[src/rtl/wash_actuator_ctrl.sv]
// Washing-machine actuator sequencer: lid-lock handshake, agitation reversal and interlocks.
// Optional build macro ACT_LOCK_FEEDBACK_EN adds the lid_locked sensor input.
module wash_actuator_ctrl #(
  parameter int AGIT_SEC = 2,
  parameter int LOCK_SEC = 1
) (
  input  logic       clk,
  input  logic       rst_n,
  input  logic       tick,
  input  logic [2:0] phase,
  input  logic [1:0] temp,
  input  logic       lid_open,
`ifdef ACT_LOCK_FEEDBACK_EN
  input  logic       lid_locked,
`endif
  output logic       hot_valve,
  output logic       cold_valve,
  output logic       drain_pump,
  output logic       motor_en,
  output logic       motor_dir,
  output logic       motor_fast,
  output logic       lid_lock,
  output logic       hold,
  output logic       fault
);

  typedef enum logic [2:0] {IDLE, LOCKING, RUN, UNLOCKING, FAULT} state_t;

  localparam logic [3:0] AGIT_LIM = 4'(AGIT_SEC);
  localparam logic [3:0] LOCK_LIM = 4'(LOCK_SEC);

  state_t     state, state_nx;
  logic [3:0] tcnt, tcnt_nx, tcnt_inc;
  logic       fresh;
  logic [3:0] agit_cnt, agit_cnt_nx;
  logic       agit_dir, agit_dir_nx;
  logic [2:0] phase_q;
  logic       off_req, tick_ok, tick_done, fill_bad, lock_lost, agit_on;
  logic       hot_nx, cold_nx, drain_nx, en_nx, dir_nx, fast_nx, lock_nx, hold_nx, fault_nx;

  // A tick in the first cycle of a state is ignored; counters saturate at 15.
  assign off_req   = (phase == 3'd0) || (phase == 3'd7);
  assign tick_ok   = tick && !fresh;
  assign tcnt_inc  = (tcnt == 4'd15) ? 4'd15 : tcnt + 4'd1;
  assign tick_done = tick_ok && (tcnt_inc >= LOCK_LIM);
  assign fill_bad  = (phase == 3'd1) && (temp == 2'b11);
`ifdef ACT_LOCK_FEEDBACK_EN
  assign lock_lost = !lid_locked;
`else
  assign lock_lost = 1'b0;
`endif

  always_comb begin
    state_nx = state;
    case (state)
      IDLE:      if (!off_req && !lid_open) state_nx = LOCKING;
      LOCKING: begin
        if (lid_open)     state_nx = FAULT;
        else if (off_req) state_nx = IDLE;
`ifdef ACT_LOCK_FEEDBACK_EN
        else if (lid_locked)                         state_nx = RUN;
        else if (tick_ok && (tcnt_inc >= 4'd3))      state_nx = FAULT;
`else
        else if (tick_done) state_nx = RUN;
`endif
      end
      RUN: begin
        if (lid_open || fill_bad || lock_lost) state_nx = FAULT;
        else if (off_req)                      state_nx = UNLOCKING;
      end
      UNLOCKING: begin
        if (tick_done)     state_nx = IDLE;
        else if (!off_req) state_nx = RUN;
      end
      FAULT:     if (off_req) state_nx = IDLE;
      default:   state_nx = IDLE;
    endcase
  end

  always_comb begin
    tcnt_nx     = (state_nx != state) ? 4'd0 : (tick_ok ? tcnt_inc : tcnt);
    agit_cnt_nx = agit_cnt;
    agit_dir_nx = agit_dir;
    if ((state_nx != RUN) || (state != RUN) || (phase != phase_q)) begin
      agit_cnt_nx = 4'd0;
      agit_dir_nx = 1'b0;
    end else if (tick) begin
      if (agit_cnt >= AGIT_LIM) begin
        agit_cnt_nx = 4'd0;
        agit_dir_nx = !agit_dir;
      end else begin
        agit_cnt_nx = agit_cnt + 4'd1;
      end
    end
  end

  assign agit_on = (agit_cnt_nx < AGIT_LIM);

  // Output decode from the state being entered so outputs land with it.
  always_comb begin
    hot_nx   = 1'b0;
    cold_nx  = 1'b0;
    drain_nx = 1'b0;
    en_nx    = 1'b0;
    dir_nx   = 1'b0;
    fast_nx  = 1'b0;
    lock_nx  = 1'b0;
    hold_nx  = 1'b0;
    fault_nx = 1'b0;
    case (state_nx)
      IDLE:      hold_nx = !off_req;
      LOCKING: begin
        lock_nx = 1'b1;
        hold_nx = 1'b1;
      end
      RUN: begin
        lock_nx = 1'b1;
        case (phase)
          3'd1: begin
            hot_nx  = (temp == 2'b00) || (temp == 2'b01);
            cold_nx = (temp == 2'b01) || (temp == 2'b10);
          end
          3'd2: begin
            en_nx  = agit_on;
            dir_nx = agit_dir_nx;
          end
          3'd3, 3'd4: begin
            cold_nx = 1'b1;
            en_nx   = agit_on;
            dir_nx  = agit_dir_nx;
          end
          3'd5, 3'd6: begin
            drain_nx = 1'b1;
            en_nx    = 1'b1;
            fast_nx  = 1'b1;
          end
          default: ;
        endcase
      end
      UNLOCKING: lock_nx = 1'b1;
      FAULT: begin
        fault_nx = 1'b1;
        hold_nx  = 1'b1;
      end
      default: ;
    endcase
  end

  always_ff @(posedge clk or negedge rst_n) begin
    if (!rst_n) begin
      state      <= IDLE;
      tcnt       <= 4'd0;
      fresh      <= 1'b0;
      agit_cnt   <= 4'd0;
      agit_dir   <= 1'b0;
      phase_q    <= 3'd0;
      hot_valve  <= 1'b0;
      cold_valve <= 1'b0;
      drain_pump <= 1'b0;
      motor_en   <= 1'b0;
      motor_dir  <= 1'b0;
      motor_fast <= 1'b0;
      lid_lock   <= 1'b0;
      hold       <= 1'b0;
      fault      <= 1'b0;
    end else begin
      state      <= state_nx;
      tcnt       <= tcnt_nx;
      fresh      <= (state_nx != state);
      agit_cnt   <= agit_cnt_nx;
      agit_dir   <= agit_dir_nx;
      phase_q    <= phase;
      hot_valve  <= hot_nx;
      cold_valve <= cold_nx;
      drain_pump <= drain_nx;
      motor_en   <= en_nx;
      motor_dir  <= dir_nx;
      motor_fast <= fast_nx;
      lid_lock   <= lock_nx;
      hold       <= hold_nx;
      fault      <= fault_nx;
    end
  end

endmodule

[config.mk]
export PLATFORM = sky130hd
export DESIGN_NAME = wash_actuator_ctrl
export DESIGN_NICKNAME = d
export VERILOG_FILES = /design/src/rtl/wash_actuator_ctrl.sv
export SDC_FILE = /design/constraint.sdc
export NUM_CORES = 1
export LEC_CHECK = 0
export CAP_MARGIN = 20
export CELL_PAD_IN_SITES_DETAIL_PLACEMENT = 1
export CELL_PAD_IN_SITES_GLOBAL_PLACEMENT = 2
export CORE_ASPECT_RATIO = 1.75
export CORE_MARGIN = 4
export CORE_UTILIZATION = 35
export CTS_CLUSTER_SIZE = 24
export DETAILED_ROUTE_END_ITERATION = 16
export GPL_TIMING_DRIVEN = 0
export HOLD_SLACK_MARGIN = 0.02
export PLACE_DENSITY = 0.87
export SLEW_MARGIN = 20
export SYNTH_ARGS = -nofsm -noshare
export SYNTH_HDL_FRONTEND = slang
export SYNTH_SLANG_ARGS = --single-unit
[constraint.sdc]
create_clock -name clk -period 2.8 [get_ports clk]
set_input_delay 0.42 -clock clk [delete_from_list [all_inputs] [get_ports clk]]
set_output_delay 0.42 -clock clk [all_outputs]
set_load 0.05 [all_outputs]
==> impl_metrics.csv <==
group,metric,value,unit
clocking,clock-sinks,24,
final_layout,diodes,0,
timing,max_slew.worst_pin.slew,0.667,ns
clocking,clk_path_buf_depth,2,
synthesis,ys.flop_type,"dfrtp_1",
timing,fmax,392,MHz
setup_path,rr_worst_depth,6,
global_routing,grt_pass1_vias,1204,
timing,period_needed,2.55,ns
timing,slew_violations,0,
placed_design,gp_congestion,0.781,
setup_path,cp_num_cells,7,
detailed_routing,drt-vias-per-instance,5.43,
die,fp.coreArea,3940,um^2
detailed_routing,drtAntennaViolNets,0,
synthesis,synth_seq_cells,24,
die,dieHeight,92.8,um
die,initial_core_util,0.365,
global_routing,track_usage,0.134,
synthesis,synth_area_per_cell,10.1,um^2
setup_path,cp-end-kind,"flip-flop",
synthesis,yosysWarnings,0,
synthesis,syn-instance-count,143,
detailed_routing,finalWirelength,3.30,mm
placed_design,hpwlAfterDp,2.60,mm
setup_path,cpLargestDelayFamily,"simple AND/OR/NAND/NOR gates",
detailed_routing,drcViolationCount,0,
placed_design,io_buffers,17,
placed_design,pre_cts_ws,-0.148,ns
detailed_routing,drt-wirelength-per-cell,15.5,um
pwr,peakVddDrop,336,uV
clocking,cts_htree_levels,1,
hold_path,hold_class,"primary input to asynchronous set/reset pin",
timing,setup_viol,0,
die,fp.dieW,56.5,um
final_layout,drive_gt1_frac,0.146,
die,ioPinCount,18,
die,rows,30,
pwr,p_leak,0.727,nW
timing,rsz0062_at_grt,"false",
pwr,powerDensity,634,nW/um^2
detailed_routing,drtPass1Iterations,4,
setup_path,worstPathRequired,2.97,ns
final_layout,nets,180,
final_layout,design_area,1720,um^2
clocking,root_buffer,"clkbuf_8",
final_layout,syn2layout_area_growth,19.8,%
timing,slew_headroom,0.555,
synthesis,synth_area,1440,um^2
die,dieArea,5240,um^2
synthesis,yosys.area.top_type_share,0.417,
setup_path,startpoint_type,"primary input",
detailed_routing,drt_iter0_drc,15,
clocking,cts_buffers,3,
global_routing,grt_pass1_wl,5.60,mm
synthesis,synth_top_cell_by_area,"dfrtp_1",
synthesis,syn_nets,158,
run_status,status,"finished, final reports clean",
timing,holdWs,0.133,ns
synthesis,synthDistinctLibCells,49,
setup_path,crit_buf_inv,2,
setup_path,cp_slowest_cell,"a2111oi_2",
synthesis,ys_seq_area_frac,0.417,
setup_path,cpMostUsedCell,"and3_2",
global_routing,grt_max_degree,25,
clocking,cts_tree,"built",
synthesis,synth_area_leaders,"dfrtp_1, ha_1, a21oi_1, nor2_1, nand2b_1",
setup_path,path_class,"primary input to flip-flop",
setup_path,critPathArrivalTime,2.72,ns
flow_run,cap_violations,0,
synthesis,synthArstFlopShare,1.00,
synthesis,synth_edf_count,0,
timing,finalCritPeriodShare,0.911,
clocking,clock_latency,0.27,ns
setup_path,slowest_delay,0.54,ns
setup_path,crit_path_cell_trace,"clkdlybuf4s50_1 -> and3_2 -> clkbuf_1 -> or3_1 -> a2111oi_2 -> a311oi_1 -> and3_2",
final_layout,fillers,471,
placed_design,placed_area,1670,um^2
timing,hold_violations,0,
clocking,cts.clk_slew.worst_paths,0.09,ns
setup_path,path_max_fanout,8,
global_routing,antenna_found_initial,0,
final_layout,final_util,0.437,
clocking,postCtsSetupRepairBufs,0,
timing,fin_skew,0.0110,ns
global_routing,gr-total-overflow,0,
detailed_routing,vias,1152,
timing,timing.final.ws_setup,0.251,ns
## sequential cells by signal (all words and copies together), names as in the netlist
register and count:
agit_cnt 4, agit_dir 1, cold_valve 1, fault 1
fresh 1, hold 1, hot_valve 1, lid_lock 1
motor_dir 1, motor_en 1, motor_fast 1, phase_q 3
state 3, tcnt 4
## repair_timing
item	in CTS	in global routing
resized for setup	0	1
hold buffers	0	0
endpoints found under the setup margin	0	4
## layout by cell type (no fill, tap or decap), types with 2 or more instances in the layout
master            n
nor2_1           12
clkdlybuf4s50_1  16
o21ai_0           5
a211o_1           2
nand2b_1          7
nor2b_1           2
nand2_1           6
inv_1             9
xor2_1            2
a21oi_1           9
nor3b_1           4
o211ai_1          3
nor3_1            3
clkbuf_8          4
nor4_1            2
clkbuf_1          2
nand4_1           3
xnor2_1           3
ha_1              6
dfrtp_1          24
a311oi_1          2
and3_2            3
buf_4             4
a211oi_1          2
buf_2             2
## cell type report
type | instances | area, um^2 | share of cell area
Multi-Input combinational cell | 102 | 756 | 0.438
Sequential cell | 24 | 601 | 0.348
Timing Repair Buffer | 17 | 165 | 0.0958
Tap cell | 48 | 60.1 | 0.0348
Clock buffer | 4 | 55.1 | 0.0319
Buffer | 8 | 53.8 | 0.0312
Inverter | 9 | 33.8 | 0.0196
## final timing paths
check | start | end | slack (ns)
setup / recovery | phase[0] | motor_fast | 0.25
hold / removal | rst_n | hot_valve | 0.13
setup reg to reg | tcnt[1] | hot_valve | 0.33
hold reg to reg | agit_dir | agit_dir | 0.53
max in group asynchronous | rst_n | fresh | 2.29
min in group clk | agit_dir | agit_dir | 0.53
## cells by family (layout without fill, tap and decap cells)
family,count (synthesis),count (layout),synth area share
XOR/XNOR,5,5,0.0304
buffers and inverters,17,38,0.0609
AND/OR/NAND/NOR,54,54,0.226
AO/OA/AOI/OAI,35,35,0.198
multiplexers,2,2,0.0148
adder cells (fa/ha/maj),6,6,0.0522
flip-flops,24,24,0.417
## per-stage QoR
step / TNS [ns] / power, W / instances
floorplan: 0 / 0.000743 / 143
global placement: -0.149 / 0.000849 / 208
detailed placement: -0.474 / 0.000867 / 208
CTS: 0 / 0.00111 / 212
global route: 0 / 0.00116 / 212
finish: 0 / 0.00109 / 212
## worst reg2reg max path, stage by stage (launching register included)
cell and delay (ns):
dfrtp_1 0.44, ha_1 0.24, and2_1 0.21, a211oi_1 0.52, o21ai_0 0.20, a311oi_1 0.52
o2111a_1 0.28
## synthesized netlist by cell type, types with 2 or more instances
cell	n
a21oi_1	9
a311oi_1	2
nand2b_1	7
o211ai_1	3
nor2_1	12
xor2_1	2
nand4_1	3
and3_2	3
clkbuf_1	2
nor4_1	2
xnor2_1	3
dfrtp_1	24
nor2b_1	2
nand2_1	6
inv_1	9
nor3b_1	4
ha_1	6
buf_4	4
a211oi_1	2
o21ai_0	5
nor3_1	4
a211o_1	2
## power by group
group / internal, W / total, W / switching, W
clock: 0.000125 / 0.000237 / 0.000112
combinational: 0.000169 / 0.000420 / 0.000251
sequential: 0.000398 / 0.000436 / 0.0000378
## metal layers
layer	track usage	vias to the layer above	part of all wire
met5	0	-	0
met4	0.0594	0	0.016
met3	0.0153	4	0.024
met2	0.252	16	0.56
met1	0.144	573	0.40
li1	-	559	-
Power figures use the tool's default switching activity.
